**src/rtl/tff_bank_multi_mode.sv**
```systemverilog
// WIDTH-bit flip-flop bank with a global T/D/JK/SR rule, change strobe,
// saturating changed-bit counter and a sticky SR-illegal flag.
module tff_bank_multi_mode #(
  parameter int WIDTH = 4,
  parameter int CNT_W = 8
) (
  input  logic             clk,
  input  logic             reset,
  input  logic             en,
  input  logic             sclr,
  input  logic [1:0]       mode,
  input  logic [WIDTH-1:0] x,
  input  logic [WIDTH-1:0] y,
  output logic [WIDTH-1:0] A,
  output logic [WIDTH-1:0] chg,
  output logic [CNT_W-1:0] cnt,
  output logic             sr_err
);

  localparam int PC_W  = $clog2(WIDTH + 1);
  localparam int SUM_W = CNT_W + PC_W;
  localparam logic [SUM_W-1:0] CNT_MAX = {{PC_W{1'b0}}, {CNT_W{1'b1}}};

  typedef enum logic [1:0] {
    MODE_T  = 2'b00,
    MODE_D  = 2'b01,
    MODE_JK = 2'b10,
    MODE_SR = 2'b11
  } mode_e;

  mode_e            mode_s;
  logic [WIDTH-1:0] a_q;
  logic [WIDTH-1:0] a_d;
  logic [WIDTH-1:0] chg_q;
  logic [WIDTH-1:0] chg_d;
  logic [CNT_W-1:0] cnt_q;
  logic [CNT_W-1:0] cnt_d;
  logic             sr_err_q;
  logic             sr_err_d;
  logic             sr_illegal;
  logic [WIDTH-1:0] diff;
  logic [PC_W-1:0]  pc;
  logic [SUM_W-1:0] sum;
  logic [CNT_W-1:0] cnt_sat;

  assign mode_s = mode_e'(mode);

  // Per-bit next-state rule; every channel follows the same global mode.
  generate
    for (genvar gi = 0; gi < WIDTH; gi++) begin : g_bit
      logic nxt;
      always_comb begin
        nxt = a_q[gi];
        case (mode_s)
          MODE_T:  nxt = a_q[gi] ^ (x[gi] ^ y[gi]);
          MODE_D:  nxt = x[gi];
          MODE_JK: begin
            case ({x[gi], y[gi]})
              2'b01:   nxt = 1'b0;
              2'b10:   nxt = 1'b1;
              2'b11:   nxt = ~a_q[gi];
              default: nxt = a_q[gi];
            endcase
          end
          MODE_SR: begin
            case ({x[gi], y[gi]})
              2'b01:   nxt = 1'b0;
              2'b10:   nxt = 1'b1;
              default: nxt = a_q[gi];
            endcase
          end
          default: nxt = a_q[gi];
        endcase
      end
      assign a_d[gi] = nxt;
    end
  endgenerate

  assign sr_illegal = (mode_s == MODE_SR) && (|(x & y));
  assign diff       = a_d ^ a_q;

  always_comb begin
    pc = '0;
    for (int i = 0; i < WIDTH; i++) begin
      pc = pc + PC_W'(diff[i]);
    end
  end

  // Sum is wide enough that it cannot wrap before the clamp is applied.
  assign sum     = SUM_W'(cnt_q) + SUM_W'(pc);
  assign cnt_sat = (sum > CNT_MAX) ? {CNT_W{1'b1}} : sum[CNT_W-1:0];

  always_comb begin
    chg_d    = '0;
    cnt_d    = cnt_q;
    sr_err_d = sr_err_q;
    if (sclr) begin
      cnt_d    = '0;
      sr_err_d = 1'b0;
    end else if (en) begin
      chg_d    = diff;
      cnt_d    = cnt_sat;
      sr_err_d = sr_err_q | sr_illegal;
    end
  end

  always_ff @(posedge clk or negedge reset) begin
    if (!reset) begin
      a_q      <= '0;
      chg_q    <= '0;
      cnt_q    <= '0;
      sr_err_q <= 1'b0;
    end else begin
      if (sclr) begin
        a_q <= '0;
      end else if (en) begin
        a_q <= a_d;
      end
      chg_q    <= chg_d;
      cnt_q    <= cnt_d;
      sr_err_q <= sr_err_d;
    end
  end

  assign A      = a_q;
  assign chg    = chg_q;
  assign cnt    = cnt_q;
  assign sr_err = sr_err_q;

endmodule

```
**config.mk**
```make
export PLATFORM = sky130hd
export DESIGN_NAME = tff_bank_multi_mode
export DESIGN_NICKNAME = d
export VERILOG_FILES = /design/src/rtl/tff_bank_multi_mode.sv
export SDC_FILE = /design/constraint.sdc
export NUM_CORES = 1
export LEC_CHECK = 0
export BUFFER_PORTS_ARGS = -buffer_cell sky130_fd_sc_hd__clkbuf_2
export CORE_MARGIN = 10
export CORE_UTILIZATION = 50
export CTS_CLUSTER_DIAMETER = 60
export DETAILED_ROUTE_END_ITERATION = 16
export MAX_ROUTING_LAYER = met4
export PLACE_DENSITY = 0.74
export SYNTH_ARGS = -nofsm -noshare
export SYNTH_HDL_FRONTEND = slang
export SYNTH_SLANG_ARGS = --single-unit
```
**constraint.sdc**
```tcl
create_clock -name clk -period 4.2 [get_ports clk]
set_input_delay 0 -clock clk [delete_from_list [all_inputs] [get_ports clk]]
set_output_delay 0 -clock clk [all_outputs]
set_load 0.01 [all_outputs]
```
==> impl_metrics.csv, run 1 <==
group,metric,value,unit
clock_network,clk_latency,0.29,ns
sta,finalHoldViolCount,0,
worst_setup_path,worst-path-max-fanout,7,
global_route,grt_pass1_wl,5.927,mm
place,dp_hpwl,2.462,mm
min_path,hold_end,"cnt[4]",
worst_setup_path,slowest_stage,"fa_1",
worst_setup_path,reg2reg_depth,12,
synth,syn_nets,179,
synth,ys_ff_latch,17,
route,finalWirelength,3.295,mm
sta,skew,0.006384,ns
min_path,holdPathStages,2,
worst_setup_path,crit_path_frequent_cell,"fa_1",
route,drc,0,
synth,synth_top_area_share,30.36,%
sta,rsz0062_at_grt,"false",
worst_setup_path,crit_required,4.37,ns
sta,worst_slack,0.3816,ns
sta,fin_crit,3.818,ns
global_route,grt_remaining_overflow,0,
power,p_leak,0.0007613,µW
synth,syn_inst,153,
worst_setup_path,critPathMaxStageDelay,0.60,ns
worst_setup_path,r2r_setup_slack,0.38,ns
worst_setup_path,cp_cell_sequence,"fa_1 > xor2_1 > o21ai_0 > o22ai_1 > fa_1 > fa_1 > inv_1 > fa_1 > nand4_2 > or4b_1 > o21ai_1 > nor2_1",
synth,synth.largest_area_cell,"dfrtp_1",
route,vias_per_cell,5.894,
clock_network,clock_sinks,17,
global_route,grt_max_degree,24,
worst_setup_path,critPathLaunchType,"flip-flop",
global_route,grt_pass1_vias,1303,
floorplanning,fp-row-count,19,
sta,slew_headroom,70.99,%
job,cap_violations,0,
worst_setup_path,r2r_end,"cnt[6]",
route,dr.pass1.iters,4,
sta,setup-violations-final,0,
layout,finalNetCount,204,
sta,slew_viol_final,0,
global_route,gr-usage-all-layers,13.77,%
place,portBuffers,30,
power,p_per_area,292.0,nW/µm²
synth,seq_area_frac_synth,30.36,%
worst_setup_path,path_class,"reg2reg",
clock_network,path_clk_slew,0.10,ns
route,ant_nets,0,
route,drt_iter0_drc,85,
min_path,hp-class,"in2reg",
floorplanning,die_w,72.94,µm
sta,post-route-period-util,90.92,%
sta,fin_tns_setup,0,ns
synth,yosysUniqueCellTypes,40,
place,pre_cts_slack,0.3872,ns
layout,n_antenna_cell,0,
clock_network,cts_setup_buffers,0,
sta,max_freq,261.9,MHz
clock_network,clockBufferDepth,2,
route,wl_per_cell,15.84,µm
worst_setup_path,cp.arrival,3.99,ns
global_route,antenna_found_initial,0,
floorplanning,die_area,5320,µm²
floorplanning,initial_core_util,51.71,%
power,vdd_drop_max,0.2536,mV
place,gp_congestion,0.8447,
status,status,"finished clean",
synth,synth.area.top_cells,"dfrtp_1, fa_1, mux2i_1, ha_1, nor2_1",
clock_network,numCtsBuffers,3,
worst_setup_path,startpoint,"A[0]",
layout,layout-drive-gt1-share,21.47,%
clock_network,cts_htree_levels,1,
floorplanning,dieHeight,72.94,µm
min_path,hold_start,"sclr",
sta,worstMarginPinSlew,0.4351,ns
clock_network,cts_root_buf,"clkbuf_4",
synth,avgSynthCellArea,9.159,µm²
worst_setup_path,r2r-start,"A[0]",
synth,ys_warn_count,0,
floorplanning,core,2710,µm²
synth,synth_area,1401,µm²
route,vias,1226,
clock_network,tritoncts,"built",
worst_setup_path,cp-end-kind,"flip-flop",
floorplanning,io_pins,31,
layout,area_delta_synth_final,12.59,%
layout make-up:
class / count / area (µm²)
inverters: 9 / 33.78
fillers: 242 / 1132
repair buffers: 31 / 160.2
multi-input cells: 116 / 893.4
flip-flops and latches: 17 / 425.4
well taps: 31 / 38.79
clock buffers: 4 / 26.28
critical path: cells and delay by family, from the launching register on:
family / cells / cell delay, ns
buf+inv: 1 / 0.08
compound gates: 3 / 0.41
xor+xnor: 1 / 0.16
simple gates: 3 / 0.72
flops: 1 / 0.49
fa+ha+maj: 4 / 1.84
flip-flops by register name (all words and copies together), names as in the netlist:
name,cells
cnt,8
A,4
chg,4
sr_err,1
where the power goes:
group / switching, µW / total [µW] / leakage, µW / internal, µW
combinational: 100 / 178 / 0.000517 / 77.4
clock: 51.0 / 87.9 / 0.0000150 / 36.9
sequential: 18.6 / 195 / 0.000229 / 177
layer usage:
| layer | wire (µm) | global-route usage [%] |
|---|---|---|
| met2 | 1613 | 21.87 |
| met5 | 0 | - |
| met1 | 1493 | 16.84 |
| met3 | 170 | 4.082 |
| met4 | 18 | 2.954 |
cells in the mapped netlist (all sizes together):
| cell type | number |
|---|---|
| ha | 5 |
| and3 | 2 |
| o21ai | 9 |
| or4 | 1 |
| o211ai | 4 |
| xnor2 | 4 |
| buf | 6 |
| o211a | 2 |
| or2 | 1 |
| and2 | 1 |
| or4b | 1 |
| nor2b | 5 |
| a31oi | 3 |
| a21oi | 7 |
| dfrtp | 17 |
| o221a | 1 |
| o21a | 1 |
| nand2b | 8 |
| nand2 | 5 |
| xor2 | 4 |
| a211oi | 2 |
| nor3 | 2 |
| mux2 | 1 |
| inv | 9 |
| a311oi | 5 |
| clkbuf | 5 |
| nand4 | 2 |
| a22oi | 1 |
| o22ai | 3 |
| mux2i | 7 |
| nand3 | 4 |
| a41oi | 1 |
| fa | 7 |
| and4 | 2 |
| nor4bb | 1 |
| nor2 | 14 |
timing repair:
| action | 4_1_cts | 5_1_grt |
|---|---|---|
| resized for setup | 0 | 0 |
| hold endpoints to repair | 17 | 0 |
| hold buffers | 1 | 0 |
stage by stage:
step | total power [µW] | instances | util, % | cell area, µm² | hold WS (ns)
detailed placement | 376.2 | 203 | 56.88 | 1541 | -0.03965
global route | 507.0 | 208 | 58.22 | 1578 | 0.1185
floorplan | 323.3 | 153 | - | 1401 | -0.2956
finish | 460.6 | 208 | 58.22 | 1578 | 0.1155
CTS | 466.6 | 208 | 58.22 | 1578 | 0.09956
global placement | 370.7 | 203 | 56.88 | 1541 | -0.04888
cell families (layout without fill, tap and decap cells):
logic type	Yosys count	count (layout)	share of synthesized area [%]
and+or+nand+nor	49	49	19.82
DFF	17	17	30.36
AOI/OAI and AO/OA	39	39	18.66
adders and majority gates	12	12	14.46
buffers and inverters	20	44	5.893
xor gates and xnor gates	8	8	4.999
muxes	8	8	5.804
placed cells by master (no fill, tap or decap), types with 2 or more instances in the layout:
master    count
o211a_1       2
nor2_1       14
inv_1         9
nand2_1       5
o211ai_1      4
ha_1          5
clkbuf_2     30
xor2_1        4
fa_1          7
xnor2_1       4
clkbuf_4      3
nor2b_1       5
o22ai_1       3
nand2b_1      8
dfrtp_1      17
nand3_1       4
a211oi_1      2
a31oi_1       3
a311oi_1      5
mux2i_1       7
a21oi_1       7
and3_1        2
o21ai_0       8
worst max path at each step:
stage	end	slack [ns]	depth (start not counted)
floorplan	cnt[6]	0.69	12
global placement	cnt[6]	0.51	12
detailed placement	cnt[6]	0.39	12
CTS	cnt[6]	0.37	12
global route	cnt[6]	0.07	12
finish	cnt[6]	0.38	12
Note: power is estimated with default switching activity, not from simulation.
==> run 2, diff against run 1 <==
BUFFER_PORTS_ARGS = -buffer_cell sky130_fd_sc_hd__buf_2   (was -buffer_cell sky130_fd_sc_hd__clkbuf_2)
PLACE_DENSITY = 0.81   (was 0.74)
==> run 2 against run 1 <==
Worst hold slack worse by 0.065 ns; largest power group unchanged; sequential share of layout area about the same; global-route usage down 0.15 points; utilization about the same; clock skew about the same; die area unchanged.
==> impl_metrics.csv, run 2 (same netlist as run 1, synthesis figures left out) <==
group,metric,value,unit
sta,slew_viol_final,0,
sta,max_freq,258.6,MHz
worst_setup_path,reg2reg_depth,12,
clock_network,cts-resized-gates,0,
worst_setup_path,worst-path-max-fanout,7,
sta,finalHoldViolCount,0,
route,drt_iter0_drc,90,
layout,largest_reg_flops,8,
floorplanning,die_area,5320,µm²
sta,skew,0.006136,ns
clock_network,clk_latency,0.31,ns
place,gp_congestion,0.8180,
place,dp_hpwl,2.597,mm
route,finalWirelength,3.409,mm
sta,hold_slack,0.05067,ns
layout,finalNetCount,204,
worst_setup_path,critPathMaxStageDelay,0.60,ns
worst_setup_path,critPathLaunchType,"flip-flop",
worst_setup_path,cpLargestDelayFamily,"adder cells",
place,dp_cells,203,
global_route,grt_remaining_overflow,0,
sta,rsz0062_at_grt,"false",
layout,final_cell_mix,"buf_2, dfrtp_1, nor2_1",
sta,post-route-period-util,92.08,%
clock_network,cts_root_buf,"clkbuf_4",
clock_network,clock_sinks,17,
place,dpl_cell_area,1541,µm²
route,vias,1225,
power,clock_power_share,20.1,%
worst_setup_path,r2r_setup_slack,0.33,ns
worst_setup_path,cp_cell_sequence,"fa_1 > xor2_1 > o21ai_0 > o22ai_1 > fa_1 > fa_1 > inv_1 > fa_1 > nand4_2 > or4b_1 > o21ai_1 > nor2_1",
power,p_per_area,297.7,nW/µm²
global_route,grt_pass1_vias,1250,
route,vias_per_cell,5.889,
sta,fin_crit,3.868,ns
route,ant_nets,0,
power,combPwrFrac,38.3,%
route,dr.pass1.iters,4,
clock_network,cts_setup_buffers,0,
sta,worstMarginPinSlew,0.3959,ns
status,status,"finished clean",
floorplanning,core,2710,µm²
floorplanning,initial_core_util,51.71,%
worst_setup_path,slowest_stage,"fa_1",
sta,slew_headroom,73.58,%
floorplanning,dieHeight,72.94,µm
power,power.switching,179.7,µW
min_path,hp-class,"in2reg",
worst_setup_path,worst-path-stages,12,
clock_network,path_clk_slew,0.11,ns
clock_network,clockBufferDepth,2,
global_route,gr-usage-all-layers,13.61,%
route,drc,0,
layout,fillCellCount,252,
worst_setup_path,path_buf_inv,1,
global_route,grt_max_degree,24,
worst_setup_path,path_class,"reg2reg",
power,swShare,38.22,%
worst_setup_path,crit_path_frequent_cell,"fa_1",
worst_setup_path,cp.arrival,4.07,ns
power,finalPower,470.1,µW
clock_network,cts_hold_buf,1,
global_route,antenna_found_initial,0,
power,p_int,290.4,µW
sta,setup-violations-final,0,
layout,area_delta_synth_final,12.68,%
worst_setup_path,r2r_end,"cnt[6]",
power,seqPwrFrac,41.7,%
floorplanning,io_pins,31,
sta,fin_tns_setup,0,ns
power,p_leak,0.0007728,µW
worst_setup_path,endpoint,"cnt[6]",
floorplanning,die_w,72.94,µm
clock_network,tritoncts,"built",
power,vdd_drop_max,0.2578,mV
layout,layout-drive-gt1-share,22.03,%
worst_setup_path,r2r-start,"A[0]",
layout,layout_commonest_cell,"buf_2",
clock_network,numCtsBuffers,3,
place,portBuffers,30,
route,wl_per_cell,16.39,µm
worst_setup_path,crit_required,4.40,ns
worst_setup_path,startpoint,"A[0]",
global_route,grt_pass1_wl,5.816,mm
layout,n_antenna_cell,0,
layout,fin_cells,208,
job,cap_violations,0,
floorplanning,fp-row-count,19,
layout,stdcell_area,1579,µm²
worst_setup_path,cp-end-kind,"flip-flop",
clock_network,cts_htree_levels,1,
-- run 2: layout make-up --
cell class / count / area, µm² / share of cell area, %
Sequential cell: 17 / 425.4 / 26.94
Inverter: 9 / 33.78 / 2.139
Clock buffer: 3 / 22.52 / 1.426
Multi-Input combinational cell: 116 / 893.4 / 56.58
Tap cell: 31 / 38.79 / 2.456
Clock inverter: 1 / 5.005 / 0.3170
Timing Repair Buffer: 31 / 160.2 / 10.14
-- run 2: layer usage --
metal | vias to the layer above | share of wire, % | track usage, % | wire (µm)
met1 | 602 | 44 | 15.92 | 1505
met4 | 0 | 0.67 | 2.532 | 23
met2 | 28 | 51 | 23.03 | 1737
met5 | - | 0 | - | 0
met3 | 4 | 4.1 | 3.537 | 141
li1 | 591 | - | - | -
-- run 2: through the flow --
step | setup slack, ns | utilization, %
floorplan | 0.6920 | -
global placement | 0.5353 | 56.88
detailed placement | 0.3749 | 56.88
CTS | 0.3561 | 58.26
global route | 0.08364 | 58.26
finish | 0.3324 | 58.26
-- run 2: how the worst min path moves through the flow --
stage	end	startpoint	slack, ns	cells after the start
CTS	cnt[3]	sclr	0.05	2
detailed placement	cnt[2]	reset	-0.04	1
global placement	cnt[0]	reset	-0.06	1
global route	cnt[1]	sclr	0.08	2
floorplan	A[0]	reset	-0.30	0
finish	sr_err	sclr	0.05	2
-- run 2: power groups by stage --
stage	Clock, µW	Sequential (µW)	Combinational [µW]
3_3_place_gp	0	197	172
2_1_floorplan	0	198	125
5_1_grt	105	199	206
4_1_cts	96.6	196	182
3_5_place_dp	0	199	180
6_report	94.2	196	180
-- run 2: worst register-to-register path: cells and delay by family (launching register included) --
family | cells | cell delay (ns)
AOI/OAI and AO/OA | 3 | 0.43
xor gates and xnor gates | 1 | 0.14
adders and majority gates | 4 | 1.84
buffers and inverters | 1 | 0.08
DFF | 1 | 0.50
and+or+nand+nor | 3 | 0.75
